[config.mk]
export PLATFORM = sky130hd
export DESIGN_NAME = dmem_arbiter
export DESIGN_NICKNAME = d
export VERILOG_FILES = /design/src/rtl/dmem_arbiter.sv
export SDC_FILE = /design/constraint.sdc
export NUM_CORES = 1
export LEC_CHECK = 0
export CORE_AREA = 8 8 92 94
export DETAILED_ROUTE_END_ITERATION = 6
export DIE_AREA = 0 0 100 102
export HOLD_SLACK_MARGIN = 0.03
export PLACE_DENSITY = 0.78
export SLEW_MARGIN = 20
export SYNTH_ARGS = -nofsm -noshare
export SYNTH_HDL_FRONTEND = slang
export SYNTH_SLANG_ARGS = --single-unit
[constraint.sdc]
create_clock -name clk -period 6.3 [get_ports clk]
set_clock_uncertainty 0.1 [all_clocks]
set_input_delay 1.26 -clock clk [delete_from_list [all_inputs] [get_ports clk]]
set_output_delay 1.26 -clock clk [all_outputs]
set_load 0.01 [all_outputs]
[src/rtl/dmem_arbiter.sv]
// Arbitrates the single-port data memory between CPU load/store and an external port; writes complete in the grant cycle, reads return one cycle later.
// CPU has priority and is stalled while its read is pending or ext owns the port; a saturating starvation counter forces an ext grant.
module dmem_arbiter #(
  parameter int ADDR_W       = 9,
  parameter int DATA_W       = 32,
  parameter int STARVE_LIMIT = 4
) (
  input  logic              clk,
  input  logic              rst,
  input  logic              cpu_MemRead,
  input  logic              cpu_MemWrite,
  input  logic [31:0]       cpu_addr,
  input  logic [DATA_W-1:0] cpu_wdata,
  output logic [DATA_W-1:0] cpu_rdata,
  output logic              cpu_stall,
  input  logic              ext_req,
  input  logic              ext_we,
  input  logic [ADDR_W-1:0] ext_addr,
  input  logic [DATA_W-1:0] ext_wdata,
  output logic              ext_gnt,
  output logic              ext_rvalid,
  output logic [DATA_W-1:0] ext_rdata,
  output logic              mem_we,
  output logic [ADDR_W-1:0] mem_addr,
  output logic [DATA_W-1:0] mem_din,
  input  logic [DATA_W-1:0] mem_dout
);

  localparam int CNT_W = $clog2(STARVE_LIMIT + 1);

  typedef enum logic [1:0] {
    IDLE   = 2'd0,
    CPU_RD = 2'd1,
    EXT_RD = 2'd2
  } state_t;

  state_t             state_q, state_d;
  logic [CNT_W-1:0]   starve_q, starve_d;

  logic cpu_req;
  logic in_idle;
  logic ext_win;
  logic cpu_win;
  logic cpu_wr_gnt;
  logic cpu_rd_gnt;
  logic unused_addr_bits;

  assign unused_addr_bits = ^cpu_addr[31:ADDR_W];

  assign cpu_req    = cpu_MemRead | cpu_MemWrite;
  // Reset gates every grant so the reset cycle itself is quiet.
  assign in_idle    = (state_q == IDLE) && !rst;
  assign ext_win    = in_idle && ext_req &&
                      (!cpu_req || (starve_q == CNT_W'(STARVE_LIMIT)));
  assign cpu_win    = in_idle && cpu_req && !ext_win;
  assign cpu_wr_gnt = cpu_win && cpu_MemWrite;
  assign cpu_rd_gnt = cpu_win && !cpu_MemWrite;

  always_comb begin
    mem_we     = 1'b0;
    mem_addr   = cpu_addr[ADDR_W-1:0];
    mem_din    = cpu_wdata;
    ext_gnt    = ext_win;
    ext_rvalid = !rst && (state_q == EXT_RD);
    ext_rdata  = mem_dout;
    cpu_rdata  = mem_dout;
    cpu_stall  = !rst && cpu_req && !cpu_wr_gnt && (state_q != CPU_RD);
    if (ext_win) begin
      mem_we   = ext_we;
      mem_addr = ext_addr;
      mem_din  = ext_wdata;
    end else if (cpu_wr_gnt) begin
      mem_we   = 1'b1;
    end
  end

  always_comb begin
    state_d  = IDLE;
    starve_d = starve_q;
    case (state_q)
      IDLE: begin
        if (ext_win && !ext_we) state_d = EXT_RD;
        else if (cpu_rd_gnt)    state_d = CPU_RD;
        else                    state_d = IDLE;
      end
      default: state_d = IDLE;
    endcase
    if (ext_win) begin
      starve_d = '0;
    end else if (ext_req && (starve_q != CNT_W'(STARVE_LIMIT))) begin
      starve_d = starve_q + CNT_W'(1);
    end
  end

  always_ff @(posedge clk) begin
    if (rst) begin
      state_q  <= IDLE;
      starve_q <= '0;
    end else begin
      state_q  <= state_d;
      starve_q <= starve_d;
    end
  end

endmodule

### Word level (Yosys, flattened, before mapping)

Cells that the tools add are included.

| storage, ports and cells | value |
|---|---|
| register bits | 5 |
| word-level logic and storage cells | 40 |

| operators by class | value |
|---|---|
| reductions and logical operators | 24 |
| mux-type cells | 6 |
| equal/unequal tests | 4 |
| add/subtract/negate cells | 1 |
| bitwise logic cells | 2 |

Operator list:

| operator | count |
|---|---|
| $mux W32 | 1 |
| $logic_and A1 B1 Y1 | 13 |
| $mux W9 | 1 |
| $logic_not A1 Y1 | 6 |
| $reduce_or A2 Y1 | 2 |
| $add A3 B1 Y3 const B | 1 |
| $eq A3 B3 Y1 const B | 1 |
| $mux W1 | 3 |
| $ne A3 B3 Y1 const B | 1 |
| $reduce_or A3 Y1 | 1 |
| $eq A2 B2 Y1 const B | 1 |
| $logic_not A2 Y1 | 1 |
| $mux W2 | 1 |
| $ne A2 B1 Y1 const B | 1 |
| $logic_or A1 B1 Y1 | 1 |
| $not A1 Y1 | 1 |
| $or A1 B1 Y1 | 1 |

### Longest topological paths before layout

| depth | value |
|---|---|
| depth after elaboration | 10 |
| gate-level depth with buffers | 7 |

### Worst setup path after synthesis

No wires, ideal clock.

| path | value |
|---|---|
| path type | input port to output port |
| start | input port cpu_MemRead |
| end | output port mem_addr[0] |
| cell stages on the path | 4 |
| data arrival time | 2.134 ns |
| path buffers | 1 |
| slack | 2.806 ns |
| cells stage by stage | nor2_1 > o211ai_4 > buf_6 > mux2_2 |

| between the ends | value |
|---|---|
| cells in the longest elaborated chain, start to end | 5 |

RTL lines:

| element | line | source |
|---|---|---|
| start: declaration | 10 | `input logic cpu_MemRead,` |
| $or A1 B1 Y1 | 50 | `assign cpu_req = cpu_MemRead \| cpu_MemWrite;` |
| $logic_not A1 Y1 | 54 | `(!cpu_req \|\| (starve_q == CNT_W'(STARVE_LIMIT)));` |
| $logic_or A1 B1 Y1 | 54 |  |
| $logic_and A1 B1 Y1 | 53 | `assign ext_win = in_idle && ext_req &&` |
| $mux W9 | 68 | `if (ext_win) begin` |
| end: declaration | 24 | `output logic [ADDR_W-1:0] mem_addr,` |

No other way between the ends.

### Final worst setup path

| path | value |
|---|---|
| start | input port cpu_MemWrite |
| end | output port mem_din[31] |

| between the ends | value |
|---|---|
| cells in the longest elaborated chain, start to end | 5 |

RTL lines:

| element | line | source |
|---|---|---|
| start: declaration | 11 | `input logic cpu_MemWrite,` |
| $or A1 B1 Y1 | 50 |  |
| $logic_not A1 Y1 | 54 |  |
| $logic_or A1 B1 Y1 | 54 |  |
| $logic_and A1 B1 Y1 | 53 |  |
| $mux W32 | 68 |  |
| end: declaration | 25 | `output logic [DATA_W-1:0] mem_din,` |

No other way between the ends.

==> results by group <==
GRT
  – First-pass GRT wire length: 7610 µm
  – Initial antenna violation count: 0
  – Vias in the first global route: 1,269
  – Largest net degree at the start of global routing: 27
  – GRT Util Overall: 0.09816
  – Grt ovf: 0

Worst setup path
  – Worst R2R Start: starve_q[0]
  – RR Endpoint: starve_q[1]
  – CP Data Arrival Time: 3.82 ns
  – R2r setup slk: 4.38 ns
  – Critical path type: input pin to primary output
  – Cells on worst reg2reg path: 6
  – CP required: 4.94 ns
  – Crit path capture: mem_din[31]
  – Setup crit end kind: primary output
  – Worst Path Max Fanout: 26
  – Crit path from: cpu_MemWrite
  – CP startpoint kind: input pin

Clock network
  – Cts hold-fix bufs: 0
  – Post-cts sizing count: 0
  – CTS tree: built
  – Cts bufs inserted: 3
  – H-tree levels: 1
  – Clock transition at path regs: 0.04 ns
  – Setup bufs post-CTS: 0
  – Latest clock arrival within the worst-skew pair: 0.22 ns
  – Clk sink count: 5
  – Clock Tree Buf Depth: 2
  – Root Buffer: clkbuf_8

Detailed routing
  – Post-Route WL: 5386 µm
  – Number of DRC markers in iteration 0: 18
  – Routed Antenna Nets: 0
  – Post-DR wirelength/cell: 17.32 µm
  – Vias per inst: 3.743
  – DR vias: 1,164
  – First drt pass iteration count: 3
  – DR DRC count: 0

Finish
  – Layout cells sized above 1: 0.2358
  – Most frequent cells in the layout: 132 x clkdlybuf4s50_1, 36 x mux2_2, 5 x mux2_4, 5 x dfxtp_1
  – Antenna diodes: 0
  – Synth-to-Final Area Change: 73.86%
  – Nets: 358
  – Most common cell after layout, fill and taps aside: clkdlybuf4s50_1
  – Layout Cells excl Fill: 311

Logic synthesis
  – Syn avg cell area: 9.205 µm²
  – Mapped Cells: 143
  – Synth Cell Area: 1316 µm²
  – Synth warn: 0
  – Yosys reg bits: 5
  – Sequential share of the synthesized area: 0.07605
  – Post-synthesis net count: 288
  – Distinct cells, synth: 26

Placed design
  – Placer Congestion: 0.7591
  – DP HPWL: 4692 µm
  – Placed insts: 307
  – Worst slack, placed: 1.056 ns
  – PortBufs: 132

Timing
  – Slew headroom: 0.5411
  – RSZ-0062 raised after global routing: no
  – Setup_tns: 0 ns
  – Setup ws final: 1.117 ns
  – Final setup fails: 0
  – Slew Limit Fails: 0
  – F_max: 192.9 MHz
  – Fin crit share: 0.8228
  – Measured slew at the worst slew-check pin: 0.6851 ns
  – Hold Violations, Final: 0
  – Tmin final: 5.183 ns

Die
  – Die H: 102 µm
  – Num ports: 252
  – Total Die Area: 10,200 µm²
  – Core area: 7059 µm²
  – Die Wd: 100 µm
  – Starting Density: 0.1865
  – Std cell rows: 31

Power
  – Total power: 0.2312 mW
  – PD cells: 101.0 nW/µm²
  – Max rail drop VDD: 0.06443 mV
  – Leakage power: 0.8668 nW

Run
  – Max-cap viol count: 0

Min path
  – HP Class: flop to flop

Outcome
  – Status: completed
[synth_stat cells]
master    count  area (µm²)
buf_4        64       480.5
mux2_2       36       405.4
dfxtp_1       5       100.1
mux2_4        5       75.07
buf_6         4       45.04
inv_1         3       11.26
nor2_1        3       11.26
a21boi_0      2       15.01
ha_1          2       25.02
nand2_1       2       7.510
nor3_1        2       10.01
a211oi_1      1       7.510
a21oi_1       1       5.000
and2_4        1       8.760
and4b_1       1       10.01
inv_2         1       3.750
mux2i_1       1       10.01
nand3_1       1       5.000
nor3_4        1       16.27
nor3b_1       1       7.510
o211ai_1      1       7.510
o211ai_4      1       21.27
o21a_1        1       7.510
o21ai_0       1       5.000
or2_2         1       6.260
xnor2_1       1       8.760
[per-layer routing]
metal / track usage / wire length, µm / vias up
met2: 0.1780 / 2598 / 92
met1: 0.09148 / 1923 / 510
met5: 0 / 0 / -
met4: 0.02791 / 38 / 0
met3: 0.05790 / 826 / 6
li1: - / - / 556
[where the power goes]
group / internal, mW / total (mW) / leakage (nW) / switching, mW
Clock: 0.0435 / 0.0598 / 0.0228 / 0.0163
Sequential: 0.0337 / 0.0353 / 0.0408 / 0.00166
Combinational: 0.0967 / 0.136 / 0.803 / 0.0394
Total: 0.174 / 0.231 / 0.867 / 0.0574
[registers in the layout, indices dropped and copies added, names as in the netlist]
register / flops
state_q: 2
starve_q: 3
[worst min-delay path by stage]
stage                   to        start  cells after the start
3_5_place_dp   starve_q[2]  starve_q[2]                      2
6_report       starve_q[2]  starve_q[2]                      2
2_1_floorplan  starve_q[2]  starve_q[2]                      2
5_1_grt        starve_q[2]  starve_q[2]                      2
4_1_cts        starve_q[2]  starve_q[2]                      2
3_3_place_gp   starve_q[2]  starve_q[2]                      2
[layout make-up]
type                            count  area [µm²]
Tap cell                           99       123.9
Inverter                            4       15.01
Multi-Input combinational cell     66       675.6
Timing Repair Buffer              133        1329
Clock buffer                        4       45.04
Fill cell                         756        4771
Sequential cell                     5       100.1
[logic make-up (layout without fill, tap and decap cells)]
kind of cell,after synthesis,count (layout),share of synthesized area
compound gates,8,8,0.05228
xor+xnor,1,1,0.006655
fa+ha+maj,2,2,0.01901
buf+inv,72,141,0.4106
flops,5,5,0.07605
mux,42,42,0.3726
simple gates,13,13,0.06275
[through the flow]
| stage | util | hold WS (ns) | area [µm²] |
|---|---|---|---|
| floorplan | - | 0.3842 | 1316 |
| global placement | 0.3178 | 0.4037 | 2243 |
| detailed placement | 0.3178 | 0.4243 | 2243 |
| CTS | 0.3242 | 0.4254 | 2288 |
| global route | 0.3242 | 0.4694 | 2288 |
| finish | 0.3242 | 0.4227 | 2288 |
[critical path, cell delays in order]
cell and delay (ns):
clkdlybuf4s50_1 0.53, nor2_1 0.10, o211ai_4 0.57, buf_4 0.46
mux2_2 0.38, clkdlybuf4s50_1 0.51
Note: power is estimated with default switching activity, not from simulation.
